--- src/rtl/keypad_debounce.sv ---
// rtl/keypad_debounce.sv - digit keypad synchronizer, debounce FSM and multi-key rejection
module keypad_debounce #(
  parameter int DEB_CNT = 20,
  parameter int CNT_W   = 5
) (
  input  logic       clk,
  input  logic       rst,
  input  logic [9:0] key_raw,
  output logic [9:0] key_clean,
  output logic       key_valid,
  output logic [3:0] key_digit,
  output logic       key_err
);

  typedef enum logic [2:0] {
    IDLE,
    DEB_PRESS,
    PRESSED,
    DEB_RELEASE,
    LOCKOUT
  } state_t;

  localparam logic [CNT_W-1:0] CNT_MAX = CNT_W'(DEB_CNT - 1);
  localparam logic [CNT_W-1:0] CNT_ONE = CNT_W'(1);

  logic [9:0]       sync_1;
  logic [9:0]       key_s;
  state_t           state;
  state_t           state_n;
  logic [9:0]       cand;
  logic [9:0]       cand_n;
  logic [CNT_W-1:0] cnt;
  logic [CNT_W-1:0] cnt_n;
  logic [9:0]       clean_n;
  logic             valid_n;
  logic [3:0]       digit_n;
  logic             err_n;
  logic [3:0]       cand_digit;
  logic             s_onehot;
  logic             s_zero;

  // Two-flop synchronizer; key_raw is asynchronous to clk.
  always_ff @(posedge clk or posedge rst) begin
    if (rst) begin
      sync_1 <= '0;
      key_s  <= '0;
    end else begin
      sync_1 <= key_raw;
      key_s  <= sync_1;
    end
  end

  // Binary index of the candidate key (cand is one-hot whenever it is used).
  always_comb begin
    cand_digit = '0;
    for (int i = 0; i < 10; i++) begin
      if (cand[i]) cand_digit = 4'(i);
    end
  end

  assign s_onehot = $onehot(key_s);
  assign s_zero   = (key_s == '0);

  // State register plus all registered outputs, so nothing glitches downstream.
  always_ff @(posedge clk or posedge rst) begin
    if (rst) begin
      state     <= IDLE;
      cand      <= '0;
      cnt       <= '0;
      key_clean <= '0;
      key_valid <= 1'b0;
      key_digit <= '0;
      key_err   <= 1'b0;
    end else begin
      state     <= state_n;
      cand      <= cand_n;
      cnt       <= cnt_n;
      key_clean <= clean_n;
      key_valid <= valid_n;
      key_digit <= digit_n;
      key_err   <= err_n;
    end
  end

  // Next-state logic; the counter saturates at CNT_MAX because every state leaves on reaching it.
  always_comb begin
    state_n = state;
    cand_n  = cand;
    cnt_n   = cnt;
    clean_n = key_clean;
    valid_n = 1'b0;
    digit_n = key_digit;
    err_n   = 1'b0;
    case (state)
      IDLE: begin
        if (s_onehot) begin
          cand_n  = key_s;
          cnt_n   = '0;
          state_n = DEB_PRESS;
        end else if (!s_zero) begin
          err_n   = 1'b1;
          cnt_n   = '0;
          state_n = LOCKOUT;
        end
      end
      DEB_PRESS: begin
        if (key_s == cand) begin
          if (cnt == CNT_MAX) begin
            state_n = PRESSED;
            valid_n = 1'b1;
            clean_n = cand;
            digit_n = cand_digit;
          end else begin
            cnt_n = cnt + CNT_ONE;
          end
        end else begin
          state_n = IDLE;
        end
      end
      PRESSED: begin
        if (key_s != cand) begin
          cnt_n   = '0;
          state_n = DEB_RELEASE;
        end
      end
      DEB_RELEASE: begin
        if (key_s == cand) begin
          state_n = PRESSED;
        end else if (cnt == CNT_MAX) begin
          state_n = IDLE;
          clean_n = '0;
        end else begin
          cnt_n = cnt + CNT_ONE;
        end
      end
      LOCKOUT: begin
        if (!s_zero) begin
          cnt_n = '0;
        end else if (cnt == CNT_MAX) begin
          state_n = IDLE;
        end else begin
          cnt_n = cnt + CNT_ONE;
        end
      end
      default: state_n = IDLE;
    endcase
  end

endmodule
--- config.mk ---
export PLATFORM = sky130hd
export DESIGN_NAME = keypad_debounce
export DESIGN_NICKNAME = d
export VERILOG_FILES = /design/src/rtl/keypad_debounce.sv
export SDC_FILE = /design/constraint.sdc
export NUM_CORES = 1
export LEC_CHECK = 0
export CORE_ASPECT_RATIO = 1.25
export CORE_MARGIN = 2
export CORE_UTILIZATION = 55
export CTS_BUF_LIST = sky130_fd_sc_hd__clkbuf_8
export DETAILED_ROUTE_END_ITERATION = 10
export DONT_BUFFER_PORTS = 1
export HOLD_SLACK_MARGIN = 0.08
export PLACE_DENSITY = 0.7
export SETUP_SLACK_MARGIN = 0.3
export SYNTH_ARGS = -nofsm -noshare
export SYNTH_HDL_FRONTEND = slang
export SYNTH_SLANG_ARGS = --single-unit
export TNS_END_PERCENT = 5
--- constraint.sdc ---
create_clock -name clk -period 4.82 [get_ports clk]
set_clock_uncertainty 0.2 [all_clocks]
set_input_delay 0.964 -clock clk [delete_from_list [all_inputs] [get_ports clk]]
set_output_delay 0.964 -clock clk [all_outputs]
set_load 0.05 [all_outputs]
# == Yosys cells after proc, flatten, opt, wreduce, memory -nomap -nowiden ==
# Cells that the tools add are included.
# totals
out_inout_bits,16
inputBits,12
regBits,54
# classes
add_sub_neg,10
n_eq_ne,16
muxes,37
n_reduce_logical,9
# ops
cell,count
$mux W10,4
$mux W5,7
$mux W4,8
$pmux W5 S5,1
$mux W3,8
$pmux W10 S2,1
$pmux W3 S5,1
$ne A2 B2 Y1 const B,6
$add A1 B1 Y2,5
$eq A10 B10 Y1,1
$logic_not A10 Y1,1
$ne A10 B10 Y1,1
$reduce_and A5 Y1,2
$mux W1,7
$add A2 B2 Y3,2
$eq A3 B2 Y1 const B,2
$ne A3 B3 Y1 const B,2
$add A5 B1 Y5 const B,1
$eq A5 B5 Y1 const B,1
$reduce_bool A5 Y1,1
$add A3 B3 Y4,1
$add A4 B2 Y4,1
$eq A4 B1 Y1 const B,1
$reduce_and A4 Y1,1
other kinds (6),6

# == Logic depth before layout (Yosys ltp) ==
# depth
word_depth,9
depth_mapped,14
ltp_nobuf,14

# == Least setup slack after synthesis ==
# No wires, ideal clock.
# synth_path
path_type,register to register
startpoint,register key_s[0]
endpoint,register cand[3]
synth_period_minus_slack_ns,4.126
setup_ns,0.128
stages_incl_launch_ff,14
path_slack_ns,0.694
t_required_ns,4.492
arrival_time_ns,3.798
path_cell_list,dfrtp_1 -> fa_1 -> fa_1 -> inv_1 -> fa_1 -> inv_1 -> ha_1 -> inv_1 -> fa_1 -> a2111oi_0 -> o211ai_1 -> nand2b_1 -> clkbuf_1 -> mux2_1
# synth_between
elab_chain_len,6
# synth_lines
element,line,text
from (decl),27,logic [9:0] key_s;
from (signal assigned),49,key_s <= sync_1;
$add A1 B1 Y2 (not written as such),61,assign s_onehot = $onehot(key_s);
$add A2 B2 Y3 (not written as such),61,
$add A3 B3 Y4 (not written as such),61,
$add A4 B2 Y4 (not written as such),61,
$eq A4 B1 Y1,61,
$reduce_and A2 Y1 (no line),--,
to (signal assigned),76,cand <= cand_n;
to (decl),30,logic [9:0] cand;
# No other way between the ends.
# A chain may end at the register's enable or synchronous reset.

# == Final worst setup path ==
# layout_path
startpoint,register key_s[0]
endpoint,register cnt[1]
# layout_between
elab_chain_len,7
elab_cells_between_ends,16
cone_classes,4 x add/sub; 7 x eq/ne; 3 x mux; 2 x reduce/logical
# layout_lines
element,line,text
$add A1 B1 Y2 (not written as such),61,
$add A2 B2 Y3 (not written as such),61,
$add A3 B3 Y4 (not written as such),61,
$add A4 B2 Y4 (not written as such),61,
$eq A4 B1 Y1,61,
$ne A3 B3 Y1 (no line) or $mux W5 (tied branches),--,
$reduce_and A5 Y1 (no line) or $pmux W5 S5 (tied branches),--,
to (signal assigned),77,cnt <= cnt_n;
to (decl),32,logic [CNT_W-1:0] cnt;
# Several ways; a longest one is shown, not always the timed one.

==> summary.md <==
| Metric | Value |
|---|---|
| Clock sinks | 54 |
| Internal power | 718 uW |
| Leakage power | 1.14 nW |
| Ys async rst share | 100% |
| Beginning of the worst hold path | sync_1[3] |
| Critical Path AT | 4.29 ns |
| Switching share of power | roughly 28% |
| ANT cells | 0 |
| Worst Tran Pin Value | 1.05 ns |
| Setup CP Type | reg -> reg |
| Clock Tree Buf Depth | 2 |
| Comb pwr share | 17.6% |
| GP Congestion | 0.885 |
| Number of buffers created by CTS | 5 |
| Core box area | 4390 um^2 |
| PortBufs | 0 |
| Cells after Synth | 228 |
| Post-synth EDFFs | 0 |
| Routed via count | 1655 |
| DP HPWL | 3140 um |
| Tmin final | roughly 4.3 ns |
| Worst Path Required | between 4 and 5 ns |
| Crit. Startpoint | key_s[0] |
| Final period utilization | around 90% |
| Final setup viols | 0 |
| Inst Count DP | 276 |
| Most frequent cells in the layout | 54 x dfrtp_1, 24 x nand2_1, 16 x inv_1 |
| Routed Antenna Nets | 0 |
| Largest net degree at the start of global routing | 55 |
| Unique masters post-synth | 39 |
| Switch Pwr | 283 uW |
| Die Width | 64.4 um |
| WL/cell | 15.3 um |
| Total global routing track utilization | 19.8% |
| Max cap viols | 0 |
| Routed WL | 4340 um |
| First-pass GRT wire length | ~7500 um |
| Rel. slew slack | 29.9% |
| TNS Setup | 0 ns |
| CTS tree | done |
| Iter 0 DRT Violations | between 90 and 100 |
| Critical Path Most Common Cell | fa_1 |
| Standard-cell rows | 27 |
| Commonest non-fill, non-tap cell in the layout | dfrtp_1 |
| Syn Nets | 250 |
| VDD IR max | around 220 uV |
| CP startpoint kind | flop |
| Biggest cell delay along the critical path | ~0.52 ns |
| Worst reg2reg startpoint | key_s[0] |
| Max H-tree Level | 2 |
| Worst path cell trace | fa_1, fa_1, inv_1, fa_1, inv_1, ha_1, inv_1, fa_1, a2111oi_0, o211ai_1, a311oi_2, a311oi_2, o21ai_0, o31ai_1 |
| PD cells | 378 nW/um^2 |
| Worst Path Buf+Inv | 3 |
| Cell at the root of the clock tree | clkbuf_8 |
| Mapped Avg Cell Area | 11.0 um^2 |
| Crit. End Element | flop |
| Share of layout cells above drive strength 1 | 10.6% |
| Non-filler cells in the finished layout | 284 |
| Nets | 247 |
| Antenna violations before repair | 0 |
| Max FO, Critical Path | 6 |
| RSZ-0062 raised after global routing | true |
| Die Span Y | 79.5 um |
| Worst Hold Class | reg -> reg |
| Final hold vios | 0 |
| DRC Markers | 0 |
| Area added between synthesis and finish | 5.79% |
| Synth Cell Area | about 2500 um^2 |
| Tot Pwr | between 1 and 1.5 mW |
| Top_reg_cell synth | dfrtp_1 |
| Clk slew on worst S/H paths | 0.09 ns |
| Hold buffers post-CTS | 0 |
| Boundary Pins | 28 |
| Flop pwr share | 53.1% |
| Vias in the first global route | 1614 |
| Starting density of the core | 57.0% |
| Family with the most delay on the worst path | adder cells |
| Via density | ~6 |
| Warning count from the yosys run | 0 |
| Full die area | 5110 um^2 |
| Status | complete, no violations |
| Sequential element share of the synthesized area | roughly 54% |
| DRT Pass-1 Iters | 4 |
| Clock latency on the worst-skew pair | 0.31 ns |
| Remaining Overflow, GRT | 0 |
| Slowest CP cell | fa_1 |
| Seq cells post-synth | 54 |
| Clock group share of total power | 29.3% |
| Fmax | between 200 and 250 MHz |
| Pins Over Slew Limit | 0 |
## path summary, 6_finish.rpt
| path | end | depth (start not counted) | slack, ns |
|---|---|---|---|
| max | cnt[1] | 14 | 0.50 |
| min | key_s[3] | 0 | 0.15 |
| max reg2reg | cnt[1] | 14 | 0.50 |
| min reg2reg | key_s[3] | 0 | 0.15 |
| max in group asynchronous | key_digit[2] | 1 | 3.19 |
| min in group asynchronous | key_clean[2] | 1 | 0.58 |
## metal layers
layer	vias to the layer above	GRT usage, %	part of all wire [%]
met2	50	32.5	50
met1	810	23.0	40
met5	-	0	0
met3	14	5.22	5.3
met4	0	12.3	4.3
li1	781	-	-
## state kept, by name (all words and copies together) (netlist names)
name	count
key_digit	4
sync_1	10
key_clean	10
cand	10
key_s	10
key_err	1
key_valid	1
state	3
cnt	5
## timing repair
item,in CTS,in global routing
buffers inserted,0,0
endpoints found under the setup margin,0,11
resized for setup,0,2
## worst reg2reg max path: stages (launching register included)
cell and delay [ns]:
dfrtp_1 0.43, fa_1 0.52, fa_1 0.52, inv_1 0.05, fa_1 0.42, inv_1 0.06
ha_1 0.14, inv_1 0.05, fa_1 0.38, a2111oi_0 0.40, o211ai_1 0.25, a311oi_2 0.32
a311oi_2 0.11, o21ai_0 0.23, o31ai_1 0.10
## power by group through the flow
stage                     clock network (mW)  registers, mW  logic [mW]
after global placement                     0          0.542       0.167
after global routing                   0.322          0.538       0.204
after floorplan                            0          0.524       0.141
after CTS                              0.302          0.532       0.177
after detailed placement                   0          0.541       0.176
final                                  0.294          0.531       0.176
## cell usage after synthesis (2+ instances only)
master | n | area (um^2)
dfrtp_1 | 54 | 1350
nand2_1 | 24 | 90.1
inv_1 | 17 | 63.8
o31ai_1 | 15 | 113
o21ai_1 | 12 | 60.1
o21ai_0 | 11 | 55.1
xnor2_1 | 11 | 96.3
nor2_1 | 10 | 37.5
clkbuf_1 | 8 | 30.0
fa_1 | 6 | 120
mux2_2 | 6 | 67.6
a21oi_1 | 5 | 25.0
nand3_1 | 5 | 25.0
ha_1 | 4 | 50.1
nor2b_1 | 4 | 25.0
nor3_1 | 4 | 20.0
a211oi_1 | 2 | 15.0
a31oi_1 | 2 | 12.5
inv_2 | 2 | 7.51
mux2_1 | 2 | 22.5
nand2b_1 | 2 | 12.5
nor4b_2 | 2 | 30.0
o21bai_1 | 2 | 15.0
o41ai_1 | 2 | 17.5
or3_1 | 2 | 12.5
## per-stage QoR
step           setup WS (ns)  instance area [um^2]  util (%)  hold WS [ns]
2_1_floorplan          0.694                  2500         -         0.131
3_3_place_gp           0.593                  2530      57.7         0.131
3_5_place_dp           0.444                  2530      57.7         0.137
5_1_grt                0.258                  2650      60.3         0.161
4_1_cts                0.434                  2640      60.1         0.158
6_report               0.502                  2650      60.3         0.154
## cell families after synthesis
| group | share of synthesized area, % |
|---|---|
| AND/OR/NAND/NOR | 12.8 |
| AO/OA/AOI/OAI | 14.4 |
| flip-flops | 53.9 |
| buffers and inverters | 4.65 |
| XOR/XNOR | 3.85 |
| adder cells (fa/ha/maj) | 6.79 |
| multiplexers | 3.60 |
## layout make-up
class	instances	area, um^2
Sequential cell	54	1350
Clock buffer	5	68.8
Clock inverter	3	40.0
Multi-Input combinational cell	145	1050
Fill cell	376	1740
Tap cell	58	72.6
Inverter	19	71.3
(Power assumes the default switching activity.)
